$ cat src/rtl/rf_seq_if.sv
// Command and register-file control bundle for rf_seq.
// The sequencer takes the slave side; whoever issues commands and owns the register file takes the master side.
interface rf_seq_if;
   logic       CmdValid;
   logic       CmdReady;
   logic [2:0] CmdOp;
   logic [2:0] CmdDst;
   logic [2:0] CmdSrc;
   logic [7:0] CmdImm;
   logic [7:0] RFData1;
   logic [7:0] RFInput;
   logic [1:0] FunSel;
   logic [3:0] RSel;
   logic [3:0] TSel;
   logic [2:0] O1Sel;
   logic [2:0] O2Sel;
   logic       Done;
   logic       Err;

   modport master (
      output CmdValid, CmdOp, CmdDst, CmdSrc, CmdImm, RFData1,
      input  CmdReady, RFInput, FunSel, RSel, TSel, O1Sel, O2Sel, Done, Err
   );

   modport slave (
      input  CmdValid, CmdOp, CmdDst, CmdSrc, CmdImm, RFData1,
      output CmdReady, RFInput, FunSel, RSel, TSel, O1Sel, O2Sel, Done, Err
   );
endinterface

$ cat src/rtl/rf_seq.sv
// Register-file command sequencer: turns one command into read/write strobe cycles.
// Define RF_SEQ_REPEAT_EN to enable INCN/DECN repeat ops; otherwise they complete with Err.
module rf_seq (
   input logic   Clock,
   input logic   Reset,
   rf_seq_if.slave bus
);
   localparam logic [2:0] OP_NOP  = 3'b000;
   localparam logic [2:0] OP_CLR  = 3'b001;
   localparam logic [2:0] OP_LOAD = 3'b010;
   localparam logic [2:0] OP_INC  = 3'b011;
   localparam logic [2:0] OP_DEC  = 3'b100;
   localparam logic [2:0] OP_MOV  = 3'b101;
   localparam logic [2:0] OP_INCN = 3'b110;
   localparam logic [2:0] OP_DECN = 3'b111;

   typedef enum logic [2:0] {S_IDLE, S_READ, S_WRITE, S_GAP, S_DONE} state_t;

   state_t     r_state;
   logic [3:0] r_rsel;
   logic [3:0] r_tsel;
   logic [1:0] r_fun_sel;
   logic [7:0] r_rf_input;
   logic [2:0] r_o1_sel;
   logic [2:0] r_o2_sel;
   logic       r_done;
   logic       r_err;
`ifdef RF_SEQ_REPEAT_EN
   logic [3:0] r_count;
`endif

   function automatic logic [1:0] f_fun_sel(input logic [2:0] op);
      case (op)
         OP_NOP, OP_CLR:   return 2'b00;
         OP_LOAD, OP_MOV:  return 2'b01;
         OP_INC, OP_INCN:  return 2'b11;
         OP_DEC, OP_DECN:  return 2'b10;
         default:          return 2'b00;
      endcase
   endfunction

   // Index 0-3 addresses T1-T4, 4-7 addresses R1-R4; lowest index is the MSB strobe.
   function automatic logic [3:0] f_tstrb(input logic [2:0] dst);
      return dst[2] ? 4'b0000 : (4'b1000 >> dst[1:0]);
   endfunction

   function automatic logic [3:0] f_rstrb(input logic [2:0] dst);
      return dst[2] ? (4'b1000 >> dst[1:0]) : 4'b0000;
   endfunction

   always_ff @(posedge Clock) begin
      if (Reset) begin
         r_state    <= S_IDLE;
         r_rsel     <= 4'b0000;
         r_tsel     <= 4'b0000;
         r_fun_sel  <= 2'b00;
         r_rf_input <= 8'h00;
         r_o1_sel   <= 3'b000;
         r_o2_sel   <= 3'b000;
         r_done     <= 1'b0;
         r_err      <= 1'b0;
`ifdef RF_SEQ_REPEAT_EN
         r_count    <= 4'd0;
`endif
      end else begin
         case (r_state)
            S_IDLE: begin
               if (bus.CmdValid) begin
                  r_o2_sel   <= bus.CmdDst;
                  r_fun_sel  <= f_fun_sel(bus.CmdOp);
                  r_rf_input <= (bus.CmdOp == OP_LOAD) ? bus.CmdImm : 8'h00;
                  case (bus.CmdOp)
                     OP_NOP: begin
                        r_state <= S_DONE;
                        r_done  <= 1'b1;
                     end
                     OP_MOV: begin
                        r_state  <= S_READ;
                        r_o1_sel <= bus.CmdSrc;
                     end
                     OP_INCN, OP_DECN: begin
`ifdef RF_SEQ_REPEAT_EN
                        if (bus.CmdImm[3:0] == 4'd0) begin
                           r_state <= S_DONE;
                           r_done  <= 1'b1;
                        end else begin
                           r_state <= S_WRITE;
                           r_rsel  <= f_rstrb(bus.CmdDst);
                           r_tsel  <= f_tstrb(bus.CmdDst);
                           r_count <= bus.CmdImm[3:0];
                        end
`else
                        r_state <= S_DONE;
                        r_done  <= 1'b1;
                        r_err   <= 1'b1;
`endif
                     end
                     default: begin
                        r_state <= S_WRITE;
                        r_rsel  <= f_rstrb(bus.CmdDst);
                        r_tsel  <= f_tstrb(bus.CmdDst);
`ifdef RF_SEQ_REPEAT_EN
                        r_count <= 4'd1;
`endif
                     end
                  endcase
               end
            end
            S_READ: begin
               r_state    <= S_WRITE;
               r_o1_sel   <= 3'b000;
               r_rf_input <= bus.RFData1;
               r_rsel     <= f_rstrb(r_o2_sel);
               r_tsel     <= f_tstrb(r_o2_sel);
            end
            S_WRITE: begin
               r_rsel <= 4'b0000;
               r_tsel <= 4'b0000;
`ifdef RF_SEQ_REPEAT_EN
               if (r_count > 4'd1) begin
                  r_state <= S_GAP;
                  r_count <= r_count - 4'd1;
               end else begin
                  r_state <= S_DONE;
                  r_done  <= 1'b1;
               end
`else
               r_state <= S_DONE;
               r_done  <= 1'b1;
`endif
            end
            S_GAP: begin
               r_state <= S_WRITE;
               r_rsel  <= f_rstrb(r_o2_sel);
               r_tsel  <= f_tstrb(r_o2_sel);
            end
            S_DONE: begin
               r_state  <= S_IDLE;
               r_done   <= 1'b0;
               r_err    <= 1'b0;
               r_o2_sel <= 3'b000;
            end
            default: r_state <= S_IDLE;
         endcase
      end
   end

   // Ready is forced low while Reset is held so a command offered then is never seen as accepted.
   assign bus.CmdReady = (r_state == S_IDLE) && !Reset;
   assign bus.RSel     = r_rsel;
   assign bus.TSel     = r_tsel;
   assign bus.FunSel   = r_fun_sel;
   assign bus.RFInput  = r_rf_input;
   assign bus.O1Sel    = r_o1_sel;
   assign bus.O2Sel    = r_o2_sel;
   assign bus.Done     = r_done;
   assign bus.Err      = r_err;
endmodule

$ cat src/flat_wrapper.sv
// flat-port wrapper written by rule: the top's interface ports become plain ports
module rf_seq_flat 
  (Clock, Reset, bus_CmdValid, bus_CmdOp, bus_CmdDst, bus_CmdSrc, bus_CmdImm, bus_RFData1, bus_CmdReady, bus_RFInput, bus_FunSel, bus_RSel, bus_TSel, bus_O1Sel, bus_O2Sel, bus_Done, bus_Err);
  rf_seq_if bus_i ();
  input logic Clock;
  input logic Reset;
  input wire logic [$bits(bus_i.CmdValid)-1:0] bus_CmdValid;
  input wire logic [$bits(bus_i.CmdOp)-1:0] bus_CmdOp;
  input wire logic [$bits(bus_i.CmdDst)-1:0] bus_CmdDst;
  input wire logic [$bits(bus_i.CmdSrc)-1:0] bus_CmdSrc;
  input wire logic [$bits(bus_i.CmdImm)-1:0] bus_CmdImm;
  input wire logic [$bits(bus_i.RFData1)-1:0] bus_RFData1;
  output wire logic [$bits(bus_i.CmdReady)-1:0] bus_CmdReady;
  output wire logic [$bits(bus_i.RFInput)-1:0] bus_RFInput;
  output wire logic [$bits(bus_i.FunSel)-1:0] bus_FunSel;
  output wire logic [$bits(bus_i.RSel)-1:0] bus_RSel;
  output wire logic [$bits(bus_i.TSel)-1:0] bus_TSel;
  output wire logic [$bits(bus_i.O1Sel)-1:0] bus_O1Sel;
  output wire logic [$bits(bus_i.O2Sel)-1:0] bus_O2Sel;
  output wire logic [$bits(bus_i.Done)-1:0] bus_Done;
  output wire logic [$bits(bus_i.Err)-1:0] bus_Err;
  assign bus_i.CmdValid = bus_CmdValid;
  assign bus_i.CmdOp = bus_CmdOp;
  assign bus_i.CmdDst = bus_CmdDst;
  assign bus_i.CmdSrc = bus_CmdSrc;
  assign bus_i.CmdImm = bus_CmdImm;
  assign bus_i.RFData1 = bus_RFData1;
  assign bus_CmdReady = bus_i.CmdReady;
  assign bus_RFInput = bus_i.RFInput;
  assign bus_FunSel = bus_i.FunSel;
  assign bus_RSel = bus_i.RSel;
  assign bus_TSel = bus_i.TSel;
  assign bus_O1Sel = bus_i.O1Sel;
  assign bus_O2Sel = bus_i.O2Sel;
  assign bus_Done = bus_i.Done;
  assign bus_Err = bus_i.Err;
  rf_seq u_core (.Clock(Clock), .Reset(Reset), .bus(bus_i));
endmodule
$ cat config.mk
export PLATFORM = sky130hd
export DESIGN_NAME = rf_seq_flat
export DESIGN_NICKNAME = d
export VERILOG_FILES = /design/src/rtl/rf_seq_if.sv /design/src/rtl/rf_seq.sv /design/src/flat_wrapper.sv
export SDC_FILE = /design/constraint.sdc
export NUM_CORES = 1
export LEC_CHECK = 0
export BUFFER_PORTS_ARGS = -buffer_cell sky130_fd_sc_hd__buf_2
export CAP_MARGIN = 5
export CORE_MARGIN = 3
export CORE_UTILIZATION = 40
export DETAILED_ROUTE_END_ITERATION = 7
export GPL_TIMING_DRIVEN = 1
export MAX_ROUTING_LAYER = met4
export PLACE_DENSITY = 0.79
export REMOVE_ABC_BUFFERS = 1
export SYNTH_ARGS = -nofsm -noshare
export SYNTH_HDL_FRONTEND = slang
export SYNTH_SLANG_ARGS = --single-unit
$ cat constraint.sdc
create_clock -name Clock -period 1.5 [get_ports Clock]
set_input_delay 0.45 -clock Clock [delete_from_list [all_inputs] [get_ports Clock]]
set_output_delay 0.45 -clock Clock [all_outputs]
set_load 0.05 [all_outputs]
==> impl_results.md <==
- Slew HR: 0.636
- Startpoint Class: flop
- Outcome: finished with violations
- Static Leak: 1.08 nW
- Die area: between 5000 and 6000 um^2
- RSZ-0062 raised after global routing: yes
- H-tree levels: 2
- Num CTS Buffers: 5
- Initial antenna violation count: 0
- Clock sinks: 29
- I/O Pins: 55
- Wirelength, routed: ~5300 um
- CP arrival: between 1 and 1.5 ns
- CP required: around 1.1 ns
- Clock Latency Late Sink: between 0.2 and 0.3 ns
- Least-Margin Pin Slew: 0.546 ns
- Root Buffer: clkbuf_8
- Highest-count cells in the layout ignoring fill and taps: buf_2, buf_4, dfxtp_1
- HPWL Detailed: 3470 um
- Longest Clk Path Bufs: 2
- Placed cell count: approximately 310
- Final number of hold-violating endpoints: 0
- Nets: 304
- Endpoints failing setup: 11
- First-pass iteration count of the detailed router: 4
- Sequential-to-total area share from yosys stat: 0.335
- Vias in the first global route: roughly 1700
- Crit path kind: reg -> out
- Setup Skew: approximately 0.0067 ns
- Mapped Cells: roughly 190
- GP Congestion: between 0.8 and 0.9
- Fin. max-slew vios: 0
- Number of synthesized flops with an enable pin: 0
- Num rows: 23
- Grt ovf: 0
- Achievable Freq: between 500 and 600 MHz
- Worst Hold Class: in -> reg
- Critical Path End Type: primary output
- Avg Cell Area, Syn: ~9 um^2
- GR Util All Layers: 0.210
- Final WS setup: -0.167 ns
- Largest net degree at the start of global routing: 29
- DIE HEIGHT: just over 70 um
- Fillers: approximately 350
- Cts hold-fix bufs: 0
- Vias/cell: just under 6
- Warnings from Yosys: 0
- Area Growth Syn to Fin: 48.4%
- DR DRC count: 0
- Pwr/cell area: between 900 and 1000 nW/um^2
- DR iter-0 viols: 86
- CTS clock-pin slew for the worst setup and hold paths: 0.06 ns
- Yosys cell types: between 40 and 50
- Synthesis-stage register bit count: 29
- Die W: between 70 and 80 um
- Number of port buffers: 54
- Avg WL per Cell: ~16 um
- Crit path time final: between 1.5 and 2 ns
- Final TNS setup: -0.927 ns
- ANT cells: 0
- Share of cells above drive strength 1: 0.504
- Fin crit share: 1.11
- Violated checks: negative setup slack
- First-pass GRT wire length: between 8000 and 9000 um
- Worst Path Max Fanout: 3
- Core Region: a little over 4000 um^2
- Initial Util: 0.425
- CTS tree: yes
- Max capacitance violation total: 0
- Vias: about 1900
- Detail Route Antenna Nets: 0
- Ys async rst share: 0
- Non-Filler Instances: 322
- Util after Layout: 0.630
- Mapped Area: 1740 um^2
- Most common cell after layout, fill and taps aside: buf_2
- Main synth FF type: dfxtp_1
- Maximum vdd drop: between 400 and 500 uV
synth_stat cells (2+ instances only):
library cell | instances | area, um^2
dfxtp_1 | 29 | 581
a211oi_1 | 14 | 105
a21oi_1 | 14 | 70.1
a2111oi_0 | 9 | 78.8
a31oi_1 | 9 | 56.3
nor2_1 | 9 | 33.8
clkbuf_1 | 8 | 30.0
nand2_1 | 8 | 30.0
nor4bb_1 | 7 | 70.1
nand4b_1 | 6 | 52.6
a311oi_1 | 5 | 43.8
buf_2 | 5 | 25.0
ha_1 | 5 | 62.6
nor2b_1 | 5 | 31.3
o21ai_0 | 5 | 25.0
buf_1 | 4 | 15.0
inv_1 | 4 | 15.0
and3b_1 | 3 | 26.3
and4bb_2 | 3 | 37.5
o21bai_1 | 3 | 22.5
a22oi_1 | 2 | 15.0
and2_1 | 2 | 12.5
and3_1 | 2 | 12.5
buf_4 | 2 | 15.0
buf_6 | 2 | 22.5
mux2i_1 | 2 | 20.0
nand3_1 | 2 | 10.0
nor3_1 | 2 | 10.0
nor4b_2 | 2 | 30.0
or2_2 | 2 | 12.5
or4b_1 | 2 | 20.0
registers in the layout, summed over array words and instances (netlist names):
signal and cells:
u_core.bus.RFInput 8, u_core.bus.RSel 4, u_core.bus.TSel 4, u_core.bus.O1Sel 3
u_core.bus.O2Sel 3, u_core.r_state 3, u_core.bus.FunSel 2, u_core.bus.Done 1
u_core.bus.Err 1
routing by layer:
metal  track usage  wire, um
met1         0.255      2260
met2         0.344      2620
met3        0.0547       325
met4        0.0564        50
met5             -         0
final cells by class:
class / count / area, um^2 / area share
clock buffer: 7 / 86.3 / 0.0335
timing repair buffer: 93 / 602 / 0.234
tap: 50 / 62.6 / 0.0243
clock inverter: 1 / 30.0 / 0.0117
sequential: 29 / 584 / 0.227
multi-input combinational: 138 / 1190 / 0.463
inverter: 4 / 17.5 / 0.00680
kinds of logic after synthesis:
group / synth area share
buffers and inverters: 0.0735
AO/OA/AOI/OAI: 0.282
multiplexers: 0.0115
adder cells (fa/ha/maj): 0.0360
flip-flops: 0.335
AND/OR/NAND/NOR: 0.262
where the power goes:
group          internal [mW]  total (mW)  switching, mW
logic                  0.325       0.845          0.521
registers              0.839       0.884         0.0456
clock network          0.541       0.842          0.301
worst paths after layout:
path | slack (ns) | cells past startpoint | startpoint | endpoint
min reg2reg | 0.48 | 2 | u_core.bus.O1Sel[1]$_SDFFE_PP0P_ | u_core.bus.O1Sel[1]$_SDFFE_PP0P_
min | 0.45 | 3 | bus_CmdSrc[2] | u_core.bus.O1Sel[2]$_SDFFE_PP0P_
max reg2reg | -0.10 | 5 | u_core.r_state[1]$_SDFFE_PP0P_ | u_core.bus.RFInput[4]$_SDFFE_PP0P_
max | -0.17 | 3 | u_core.r_state[0]$_SDFFE_PP0P_ | bus_CmdReady
worst max-delay path, cell delays in order, from the launching register on:
cell     delay [ns]
dfxtp_2        0.32
or2_4          0.27
nor3_4         0.16
buf_6          0.19
timing repair:
item | in CTS | in global routing
setup endpoints to repair | 13 | 23
pin swaps | 11 | 6
hold endpoints to repair | 0 | 0
buffers inserted | 3 | 3
gates resized for setup | 19 | 38
cloned | 1 | 1
metrics by stage:
step	cell area (um^2)	hold slack (ns)	worst slack [ns]	power (mW)
global placement	2210	0.465	-0.330	1.60
finish	2570	0.451	-0.167	2.57
CTS	2420	0.442	-0.155	2.49
floorplan	1620	0.519	-0.422	1.35
detailed placement	2210	0.461	-0.446	1.61
global route	2570	0.453	-0.210	2.69
Note: power is estimated with default switching activity, not from simulation.
